==> src/rtl/ram_rw_sequencer_pkg.sv <==
// Shared definitions for the audio RAM request initiator.
// Provides the sequencer state encoding, request type and bank select
// constants, the default sample width and a saturating counter helper.
package audio_ram_pkg;

  localparam int unsigned DW_DEFAULT = 16;

  localparam logic REQ_READ  = 1'b0;
  localparam logic REQ_WRITE = 1'b1;

  localparam logic TGT_RX = 1'b0;
  localparam logic TGT_TX = 1'b1;

  typedef enum logic [2:0] {
    S_IDLE,
    S_WR_REQ,
    S_WR,
    S_WR_END,
    S_RD_REQ,
    S_RD_WAIT,
    S_RD
  } state_t;

  function automatic logic [15:0] sat_inc16(input logic [15:0] v);
    return (v == 16'hFFFF) ? v : v + 16'd1;
  endfunction

endpackage

==> src/rtl/ram_rw_sequencer_edge_rise.sv <==
// Rising-edge detector for a level command input.
// Ports:
//   clk      sample clock
//   rst_n    asynchronous active-low reset
//   i_level  level input
//   o_pulse  high for the cycle in which i_level is first seen high
module edge_rise (
  input  logic clk,
  input  logic rst_n,
  input  logic i_level,
  output logic o_pulse
);

  logic r_prev;

  always_ff @(posedge clk or negedge rst_n) begin
    if (!rst_n) r_prev <= 1'b0;
    else        r_prev <= i_level;
  end

  assign o_pulse = i_level & ~r_prev;

endmodule

==> src/rtl/ram_rw_sequencer.sv <==
// Initiator side of the audio RAM request interface.
// Turns record/play commands into request traffic toward the RAM
// read/write controller, streams ADC samples as a write burst and
// forwards read-back samples to the DAC. One sample per clk.
// Ports:
//   clk, rst_n                     sample clock, async active-low reset
//   rec_start/rec_stop             record command levels (edge-detected)
//   play_start/play_stop           playback command levels (edge-detected)
//   target_sel                     bank select, sampled at command accept
//   adc_l/adc_r                    ADC samples
//   req_valid/req_type/req_target  request to the RAM controller
//   stop                           read abort strobe
//   data_in_l/data_in_r            write data (registered ADC)
//   req_ready/busy                 controller handshake/status
//   data_valid/data_out_l/r        read data from the controller
//   dac_valid/dac_l/dac_r          playback samples
//   rec_len/play_cnt               word counters
//   active/done/err                status
module ram_rw_sequencer
  import audio_ram_pkg::*;
#(
  parameter int unsigned DW          = DW_DEFAULT,
  parameter logic [15:0] MAX_WORDS   = 16'hFFFE,
  parameter int unsigned REQ_TIMEOUT = 8
) (
  input  logic          clk,
  input  logic          rst_n,
  input  logic          rec_start,
  input  logic          rec_stop,
  input  logic          play_start,
  input  logic          play_stop,
  input  logic          target_sel,
  input  logic [DW-1:0] adc_l,
  input  logic [DW-1:0] adc_r,
  output logic          req_valid,
  output logic          req_type,
  output logic          req_target,
  output logic          stop,
  output logic [DW-1:0] data_in_l,
  output logic [DW-1:0] data_in_r,
  input  logic          req_ready,
  input  logic          busy,
  input  logic          data_valid,
  input  logic [DW-1:0] data_out_l,
  input  logic [DW-1:0] data_out_r,
  output logic          dac_valid,
  output logic [DW-1:0] dac_l,
  output logic [DW-1:0] dac_r,
  output logic [15:0]   rec_len,
  output logic [15:0]   play_cnt,
  output logic          active,
  output logic          done,
  output logic          err
);

  localparam logic [7:0] TMO_LAST = 8'(REQ_TIMEOUT - 1);

  logic          w_rec_start_p;
  logic          w_rec_stop_p;
  logic          w_play_start_p;
  logic          w_play_stop_p;

  state_t        r_state;
  state_t        w_next;
  logic          w_timeout;
  logic [15:0]   w_rec_len_inc;

  logic [7:0]    r_tmo;
  logic          r_stop_pend;
  logic          r_target;
  logic          r_type;
  logic [DW-1:0] r_data_l;
  logic [DW-1:0] r_data_r;
  logic [DW-1:0] r_dac_l;
  logic [DW-1:0] r_dac_r;
  logic          r_dac_valid;
  logic [15:0]   r_rec_len;
  logic [15:0]   r_play_cnt;
  logic          r_stop;
  logic          r_done;
  logic          r_err;

  edge_rise u_edge_rec_start (
    .clk(clk), .rst_n(rst_n), .i_level(rec_start), .o_pulse(w_rec_start_p)
  );
  edge_rise u_edge_rec_stop (
    .clk(clk), .rst_n(rst_n), .i_level(rec_stop), .o_pulse(w_rec_stop_p)
  );
  edge_rise u_edge_play_start (
    .clk(clk), .rst_n(rst_n), .i_level(play_start), .o_pulse(w_play_start_p)
  );
  edge_rise u_edge_play_stop (
    .clk(clk), .rst_n(rst_n), .i_level(play_stop), .o_pulse(w_play_stop_p)
  );

  assign w_rec_len_inc = r_rec_len + 16'd1;

  always_comb begin
    w_next    = r_state;
    w_timeout = 1'b0;
    case (r_state)
      S_IDLE: begin
        if (w_rec_start_p)       w_next = S_WR_REQ;
        else if (w_play_start_p) w_next = S_RD_REQ;
      end
      S_WR_REQ: begin
        // A stop seen before or during acceptance yields a zero-word burst.
        if (req_ready) begin
          w_next = (r_stop_pend || w_rec_stop_p) ? S_WR_END : S_WR;
        end else if (r_tmo == TMO_LAST) begin
          w_timeout = 1'b1;
          w_next    = S_IDLE;
        end
      end
      S_WR: begin
        // The current cycle's word is still written; req_valid drops after it.
        if (w_rec_stop_p || (w_rec_len_inc == MAX_WORDS)) w_next = S_WR_END;
      end
      S_WR_END: begin
        if (!busy) w_next = S_IDLE;
      end
      S_RD_REQ: begin
        if (req_ready) begin
          w_next = S_RD_WAIT;
        end else if (r_tmo == TMO_LAST) begin
          w_timeout = 1'b1;
          w_next    = S_IDLE;
        end
      end
      S_RD_WAIT: begin
        if (busy) begin
          w_next = S_RD;
        end else if (r_tmo == TMO_LAST) begin
          w_timeout = 1'b1;
          w_next    = S_IDLE;
        end
      end
      S_RD: begin
        if (!busy) w_next = S_IDLE;
      end
      default: w_next = S_IDLE;
    endcase
  end

  always_ff @(posedge clk or negedge rst_n) begin
    if (!rst_n) begin
      r_state     <= S_IDLE;
      r_tmo       <= '0;
      r_stop_pend <= 1'b0;
      r_target    <= TGT_RX;
      r_type      <= REQ_READ;
      r_data_l    <= '0;
      r_data_r    <= '0;
      r_dac_l     <= '0;
      r_dac_r     <= '0;
      r_dac_valid <= 1'b0;
      r_rec_len   <= '0;
      r_play_cnt  <= '0;
      r_stop      <= 1'b0;
      r_done      <= 1'b0;
      r_err       <= 1'b0;
    end else begin
      r_state     <= w_next;
      r_done      <= 1'b0;
      r_dac_valid <= 1'b0;
      r_stop      <= 1'b0;

      if (w_next != r_state) begin
        r_tmo <= '0;
      end else if (r_state == S_WR_REQ || r_state == S_RD_REQ ||
                   r_state == S_RD_WAIT) begin
        r_tmo <= r_tmo + 8'd1;
      end

      if (r_state == S_IDLE && w_next != S_IDLE) begin
        r_target <= target_sel;
        r_err    <= 1'b0;
        if (w_next == S_WR_REQ) begin
          r_type    <= REQ_WRITE;
          r_rec_len <= '0;
        end else begin
          r_type     <= REQ_READ;
          r_play_cnt <= '0;
        end
      end

      if (w_timeout) r_err <= 1'b1;

      if (r_state == S_WR_REQ) begin
        if (w_rec_stop_p) r_stop_pend <= 1'b1;
      end else begin
        r_stop_pend <= 1'b0;
      end

      if (r_state == S_WR_REQ || r_state == S_WR) begin
        r_data_l <= adc_l;
        r_data_r <= adc_r;
      end

      if (r_state == S_WR) r_rec_len <= w_rec_len_inc;

      if ((r_state == S_WR_END || r_state == S_RD) && !busy) r_done <= 1'b1;

      if (r_state == S_RD) begin
        if (data_valid) begin
          r_dac_l     <= data_out_l;
          r_dac_r     <= data_out_r;
          r_dac_valid <= 1'b1;
          r_play_cnt  <= sat_inc16(r_play_cnt);
        end
        if (w_play_stop_p && busy) r_stop <= 1'b1;
      end
    end
  end

  assign req_valid  = (r_state == S_WR_REQ) || (r_state == S_WR) ||
                      (r_state == S_RD_REQ);
  assign req_type   = r_type;
  assign req_target = r_target;
  assign stop       = r_stop;
  assign data_in_l  = r_data_l;
  assign data_in_r  = r_data_r;
  assign dac_valid  = r_dac_valid;
  assign dac_l      = r_dac_l;
  assign dac_r      = r_dac_r;
  assign rec_len    = r_rec_len;
  assign play_cnt   = r_play_cnt;
  assign active     = (r_state != S_IDLE);
  assign done       = r_done;
  assign err        = r_err;

endmodule

==> config.mk <==
export PLATFORM = sky130hd
export DESIGN_NAME = ram_rw_sequencer
export DESIGN_NICKNAME = d
export VERILOG_FILES = /design/src/rtl/ram_rw_sequencer_pkg.sv /design/src/rtl/ram_rw_sequencer_edge_rise.sv /design/src/rtl/ram_rw_sequencer.sv
export SDC_FILE = /design/constraint.sdc
export NUM_CORES = 1
export LEC_CHECK = 0
export CORE_MARGIN = 2
export CORE_UTILIZATION = 47
export DETAILED_ROUTE_END_ITERATION = 8
export PLACE_DENSITY = 0.91
export SYNTH_ARGS = -nofsm -noshare
export SYNTH_HDL_FRONTEND = slang
export SYNTH_HIERARCHICAL = 1
export SYNTH_SLANG_ARGS = --single-unit
export TNS_END_PERCENT = 5
==> constraint.sdc <==
create_clock -name clk -period 2.7 [get_ports clk]
set_input_delay 0.405 -clock clk [delete_from_list [all_inputs] [get_ports clk]]
set_output_delay 0.405 -clock clk [all_outputs]
set_load 0.03 [all_outputs]
==> results of run 1 <==
[final cells by class]
class,instances,area (um2),share of cell area [%]
flip-flops and latches,118,2950,36.3
inverters,10,37.5,0.461
repair buffers,195,1920,23.5
multi-input cells,391,2390,29.4
well taps,143,179,2.20
clock buffers,18,439,5.39
clock inverters,14,224,2.75
[final timing paths]
path	cells after the start	slack [ns]	end	from
max in group asynchronous	3	1.63	dac_l[14]$_DFFE_PN0P_	rst_n
min in group clk	2	0.47	dac_l[0]$_DFFE_PN0P_	dac_l[0]$_DFFE_PN0P_
min	2	0.40	req_type$_DFFE_PN0N_	rst_n
max	4	0.12	req_valid	r_state[1]$_DFF_PN0_
min reg2reg	2	0.47	dac_l[0]$_DFFE_PN0P_	dac_l[0]$_DFFE_PN0P_
max reg2reg	6	0.27	r_tmo[3]$_DFFE_PN0P_	rec_len[0]$_DFFE_PN0P_
[stage by stage]
stage	utilization [%]	hold WS, ns	cells
3_3_place_gp	65.5	0.283	856
2_1_floorplan	-	0.109	551
5_1_grt	71.3	0.420	889
3_5_place_dp	65.5	0.286	856
4_1_cts	71.3	0.395	889
6_report	71.3	0.397	889
[what timing repair did]
item / 4_1_cts / 5_1_grt
gates resized for setup: 1 / 0
setup endpoints to repair: 1 / 0
hold endpoints to repair: 14 / 0
hold buffers: 1 / 0
[metal layers]
metal	routed length, um	up-vias
met5	0	-
met4	346	0
met3	978	31
met2	7860	224
met1	6110	2455
li1	-	2322
[sequential cells by signal, indices dropped and copies added, names as in the netlist, 3 cells and up]
name       count
play_cnt      16
rec_len       16
data_in_l     16
r_tmo          8
r_state        3
data_in_r     16
dac_r         16
dac_l         16
[power by group]
part | total, mW | internal (mW) | leakage (nW) | switching [mW]
logic | 4.54 | 1.99 | 1.72 | 2.55
registers | 2.81 | 2.37 | 1.51 | 0.444
clock network | 2.50 | 1.67 | 0.321 | 0.828
total | 9.85 | 6.03 | 3.55 | 3.82
[layout by cell type, fill, tap and decap left out, types with 2 or more instances in the layout]
cell,instances
nand4b_1,2
a31oi_1,8
o22ai_1,2
bufinv_16,5
nand3_1,23
nor2_1,18
ha_1,4
and4_1,4
xor2_1,8
clkdlybuf4s50_1,175
a211oi_1,10
clkbuf_16,17
mux2_2,34
a21o_1,2
o21ai_0,45
inv_6,2
a21oi_1,16
nor2b_4,4
nand2_1,126
clkinv_4,5
a22o_1,3
buf_4,17
nand3b_1,3
nor3_1,8
xnor2_1,5
and3_1,4
dfrtp_1,118
a21bo_2,2
nor4_1,3
a41oi_1,3
inv_1,9
o21a_1,3
nand4_1,10
nor3b_1,3
and2_1,4
mux2i_1,2
o31ai_1,9
[cells by family after synthesis]
kind of cell	count (synthesis)	share of synthesized area (%)
buf+inv	42	3.19
flops	118	53.5
xor+xnor	13	2.06
compound gates	118	13.8
mux	37	7.57
fa+ha+maj	4	0.906
simple gates	219	19.0
==> metrics.md, run 1 <==
| Metric | Value |
|---|---|
| Clock-pin slew of the registers on the worst-case setup and hold paths | 0.06 ns |
| Slew Limit Headroom | between 50 and 60% |
| Port Buffers | around 180 |
| Nets | ~800 |
| CP top delay family | buffers and inverters |
| Worst-skew pair later-pin latency | slightly above 0.4 ns |
| Endpoints failing hold | 0 |
| EDFF count, synth | 0 |
| Setup Total Neg Slack | 0 ns |
| I/O Pins | 178 |
| Cell Area, Synth | around 0.0055 mm2 |
| Pre-CTS setup slack | 0.0985 ns |
| Total CTS buffers | 17 |
| Drt total wl | roughly 15 mm |
| Initial core utilization | roughly 48% |
| Worst Setup Slack, final | 0.125 ns |
| CP Capture Type | output pin |
| Die extent in x | between 100 and 150 um |
| Post-synth top area cell | dfrtp_1 |
| Top-count cell post-synth | nand2_1 |
| Gate Count Post-Synth | around 550 |
| Number of global-route vias before repair | ~5000 |
| Cell Area, Placed | 0.00747 mm2 |
| Least-Margin Pin Slew | roughly 0.67 ns |
| Post-route cell area | 0.00815 mm2 |
| Core area | between 0.01 and 0.015 mm2 |
| Tot Pwr | 9.85 mW |
| Grt peak-use layer | met2 |
| GRT overflow | 0 |
| Worst-path fanout max | 14 |
| Max-slew violation count | 0 |
| DRC | 0 |
| Leakage | between 3 and 4 nW |
| CP Data Required Time | ~2.3 ns |
| FMAX | between 300 and 400 MHz |
| Maxcap violations | 0 |
| Diodes inserted | 0 |
| Die area | approximately 0.013 mm2 |
| Synth top area cells | dfrtp_1, nand2_1, mux2_2 |
| Max Root-Sink Buffers | 2 |
| Status | completed |
| Critical path's largest stage delay | 0.71 ns |
| Period utilization | 95.4% |
| Dpl hpwl | 10.7 mm |
| Post-CTS Setup Repair Bufs | 0 |
| Cell variety after synth | 58 |
| Sequential share of the synthesized area | a little over half |
| Syn-to-layout area delta | 47.5% |
| Via/cell ratio | between 5 and 6 |
| Met3 GRT Util | ~6% |
| Commonest cells post-synth | nand2_1, dfrtp_1, o21ai_0 |
| Seq cells post-synth | roughly 120 |
| Critical path buffers and inverters | 2 |
| CP arrival | around 2.2 ns |
| Crit path cell chain | buf_4 -> xnor2_1 -> o22ai_1 -> clkdlybuf4s50_1 |
| ANT nets after route | 0 |
| H-tree levels | 4 |
| CP startpoint kind | register |
| Vias | 5032 |
| Root buffer cell | clkbuf_16 |
| Initial antenna violation count | 0 |
| Met2 usage | 42.1% |
| Slowest cell on crit path | clkdlybuf4s50_1 |
| DRT iter0 DRCs | just over 500 |
| Syn_nets | 629 |
| Syn. warnings | 6 |
| Hold Path Class | in2async |
| Synth Area per Inst | around 10 um2 |
| WL per Instance | 17.2 um |
| Clock sink total | about 120 |
| Global-route met1 utilization | a little under a third |
| Top_reg_cell synth | dfrtp_1 |
| Synth top area share | around 53% |
| Setup Skew | just over 0.008 ns |
| First-pass GRT wire length | between 20 and 30 mm |
| RSZ-0062 raised after global routing | false |
| Layout cell share with drive strength beyond 1 | 12.9% |
| Async SR Flop Fraction | 100% |
| Drt pass-1 iters | 5 |
| Die Height | approximately 110 um |
| All-Layer GR Usage | 24.9% |
| Largest net degree at the start of global routing | 77 |
| CP Class | reg2out |
| Fillers | approximately 790 |
| CTS tree | yes |
| RePlAce Congestion | slightly below 0.9 |
| # rows | 39 |
| Pwr dens | 1210 mW/mm2 |
| Peak supply drop | 1000 uV |
| Post-route minimum period | roughly 2.6 ns |
| Setup violations, final | 0 |
Power figures use the tool's default switching activity.
==> run 2, diff against run 1 <==
--- a/config.mk
+++ b/config.mk
@@ -9,6 +9,7 @@
 export CORE_UTILIZATION = 47
 export DETAILED_ROUTE_END_ITERATION = 8
 export PLACE_DENSITY = 0.91
+export RECOVER_POWER = 50
 export SYNTH_ARGS = -nofsm -noshare
 export SYNTH_HDL_FRONTEND = slang
 export SYNTH_HIERARCHICAL = 1
==> run 2 against run 1 <==
Compared with the run above: wire length down 0.39%; first-iteration DRC count shrank 0.79%; register-to-register slack about the same; utilization shrank 0.30 points; worst setup slack got worse by 0.0015 ns; non-clock buffer count unchanged; critical path depth unchanged; combinational power shrank 3%; clock skew decreased by 0.00054 ns; sequential cell count is the same; final area decreased by 0.41%; clock-buffer cell count is the same; critical path type unchanged; largest cell class unchanged.
==> metrics.md, run 2 (same netlist as run 1, synthesis figures left out) <==
| Metric | Value |
|---|---|
| Status | completed |
| RePlAce Congestion | 0.880 (unchanged) |
| Initial antenna violation count | 0 (unchanged) |
| Dpl hpwl | 10.7 mm (unchanged) |
| WL per Instance | 17.1 um (-0.39%) |
| CP Data Required Time | 2.30 ns (about the same) |
| Setup violations, final | 0 (unchanged) |
| Number of global-route vias before repair | 4996 (unchanged) |
| WHS Endpoint | dac_l[0]$_DFFE_PN0P_ |
| DRT iter0 DRCs | 500 (-0.79%) |
| Reg-to-reg slack, setup | 0.27 ns (about the same) |
| Hold Path Class | reg2reg |
| Least-Margin Pin Slew | 1.04 ns (+0.372 ns) |
| HP Start | dac_l[0]$_DFFE_PN0P_ |
| RSZ-0062 raised after global routing | false |
| CP startpoint kind | register |
| Drt total wl | 15.2 mm (-0.39%) |
| Peak supply drop | 964 uV (-3.7%) |
| GRT overflow | 0 (unchanged) |
| Layout cell share with drive strength beyond 1 | 12.3% (-0.54 points) |
| Total CTS buffers | 17 (unchanged) |
| Commonest non-fill, non-tap cell in the layout | clkdlybuf4s50_1 |
| Initial core utilization | 48.4% (unchanged) |
| CP Class | reg2out |
| Fillers | 794 (+0.63%) |
| Slew Limit Headroom | 30.8% (-24 points) |
| Worst-path fanout max | 14 (unchanged) |
| # rows | 39 (unchanged) |
| Nets | 811 (unchanged) |
| DRC | 0 (unchanged) |
| I/O Pins | 178 (unchanged) |
| Core area | 0.0114 mm2 (unchanged) |
| H-tree levels | 4 (unchanged) |
| Vias | 5044 (+0.24%) |
| Leakage | 3.58 nW (+0.75%) |
| CP arrival | 2.17 ns (about the same) |
| Reg2reg end | r_tmo[3]$_DFFE_PN0P_ |
| ANT nets after route | 0 (unchanged) |
| Worst r2r src | rec_len[0]$_DFFE_PN0P_ |
| Syn-to-layout area delta | 46.9% |
| Drt pass-1 iters | 5 (unchanged) |
| R2r worst-path depth | 6 (unchanged) |
| Die Height | 112 um (unchanged) |
| Root buffer cell | clkbuf_16 |
| Setup Skew | 0.00773 ns (-0.000540 ns) |
| Clock-pin slew of the registers on the worst-case setup and hold paths | 0.06 ns (about the same) |
| Largest net degree at the start of global routing | 77 (unchanged) |
| Port Buffers | 177 (unchanged) |
| Post-route minimum period | 2.58 ns (+0.00150 ns) |
| Die area | 0.0126 mm2 (unchanged) |
| Hold Slack | 0.466 ns (+0.0696 ns) |
| FMAX | 388 MHz (about the same) |
| Max-slew violation count | 0 (unchanged) |
| Period utilization | 95.4% (about the same) |
| All-Layer GR Usage | 24.9% (unchanged) |
| Pwr dens | 1200 mW/mm2 (-1.0%) |
| Max Root-Sink Buffers | 2 (unchanged) |
| Endpoints failing hold | 0 (unchanged) |
| CTS tree | yes |
| CP Capture Type | output pin |
| Worst hold path cell count | 2 |
| Via/cell ratio | 5.67 (+0.24%) |
| Diodes inserted | 0 (unchanged) |
| Clock sink total | 118 (unchanged) |
| Maxcap violations | 0 (unchanged) |
| Setup Total Neg Slack | 0 ns (unchanged) |
| Die extent in x | 112 um (unchanged) |
| Most frequent cells in the layout | clkdlybuf4s50_1, nand2_1, dfrtp_1 |
| Worst-skew pair later-pin latency | 0.41 ns (about the same) |
| First-pass GRT wire length | 25.5 mm (unchanged) |
run 2: cell count changes in the layout (fill, tap and decap cells not counted):
cell,previous run,this run
buf_12,1,0
buf_4,17,13
nor2b_1,0,1
clkbuf_2,0,1
nor2b_4,4,3
clkdlybuf4s50_1,175,130
dlygate4sd3_1,1,46
clkbuf_1,0,3
clkbuf_4,0,1
run 2: per-layer routing:
metal  wire length (um)  track usage (%)  vias to the layer above
met5                  0                0                        -
met3                938             5.99                       31
li1                   -                -                     2324
met4                345             10.1                        0
met1               6100             30.8                     2475
met2               7850             42.1                      214
run 2: worst max-delay path by stage:
stage / from / end / cells past startpoint
global placement: play_start / req_target$_DFFE_PN0N_ / 7
CTS: r_state[1]$_DFF_PN0_ / req_valid / 4
global route: r_state[1]$_DFF_PN0_ / req_valid / 4
floorplan: rec_len[0]$_DFFE_PN0P_ / r_tmo[0]$_DFFE_PN0P_ / 7
finish: r_state[1]$_DFF_PN0_ / req_valid / 4
detailed placement: play_start / req_target$_DFFE_PN0N_ / 7
run 2: worst max-delay path, cell delays in order, from the launching register on:
cell and delay, ns:
dfrtp_1 0.53, buf_4 0.26, xnor2_1 0.12, o22ai_1 0.15, clkdlybuf4s50_1 0.71
run 2: repair_timing:
| action | CTS | global route |
|---|---|---|
| hold buffers | 1 | 0 |
| endpoints found under the setup margin | 1 | 0 |
| buffers inserted | 0 | 0 |
| resized for setup | 1 | 0 |
| endpoints found under the hold margin | 14 | 0 |
run 2: area by class of cell:
type                       count  area, um2  area share (%)
clock buffer                  18        439            5.41
clock inverter                14        224            2.76
inverter                      10       37.5           0.463
multi-input combinational    391       2390            29.4
sequential                   118       2950            36.4
tap                          143        179            2.21
timing repair buffer         195       1890            23.3
run 2: where the power goes:
| group | switching [mW] | internal [mW] | leakage (nW) |
|---|---|---|---|
| clock network | 0.830 | 1.67 | 0.321 |
| registers | 0.430 | 2.37 | 1.51 |
| logic | 2.54 | 1.87 | 1.74 |
run 2: stage by stage:
stage | std cells | instance area [um2] | util, % | total power, mW | setup slack [ns]
6_report | 889 | 8110 | 71.0 | 9.71 | 0.123
5_1_grt | 889 | 8110 | 71.0 | 10.2 | 0.0188
4_1_cts | 889 | 8150 | 71.3 | 9.90 | 0.0994
3_5_place_dp | 856 | 7470 | 65.5 | 7.35 | 0.0985
3_3_place_gp | 856 | 7470 | 65.5 | 7.16 | 0.131
2_1_floorplan | 551 | 5520 | - | 5.52 | 0.389
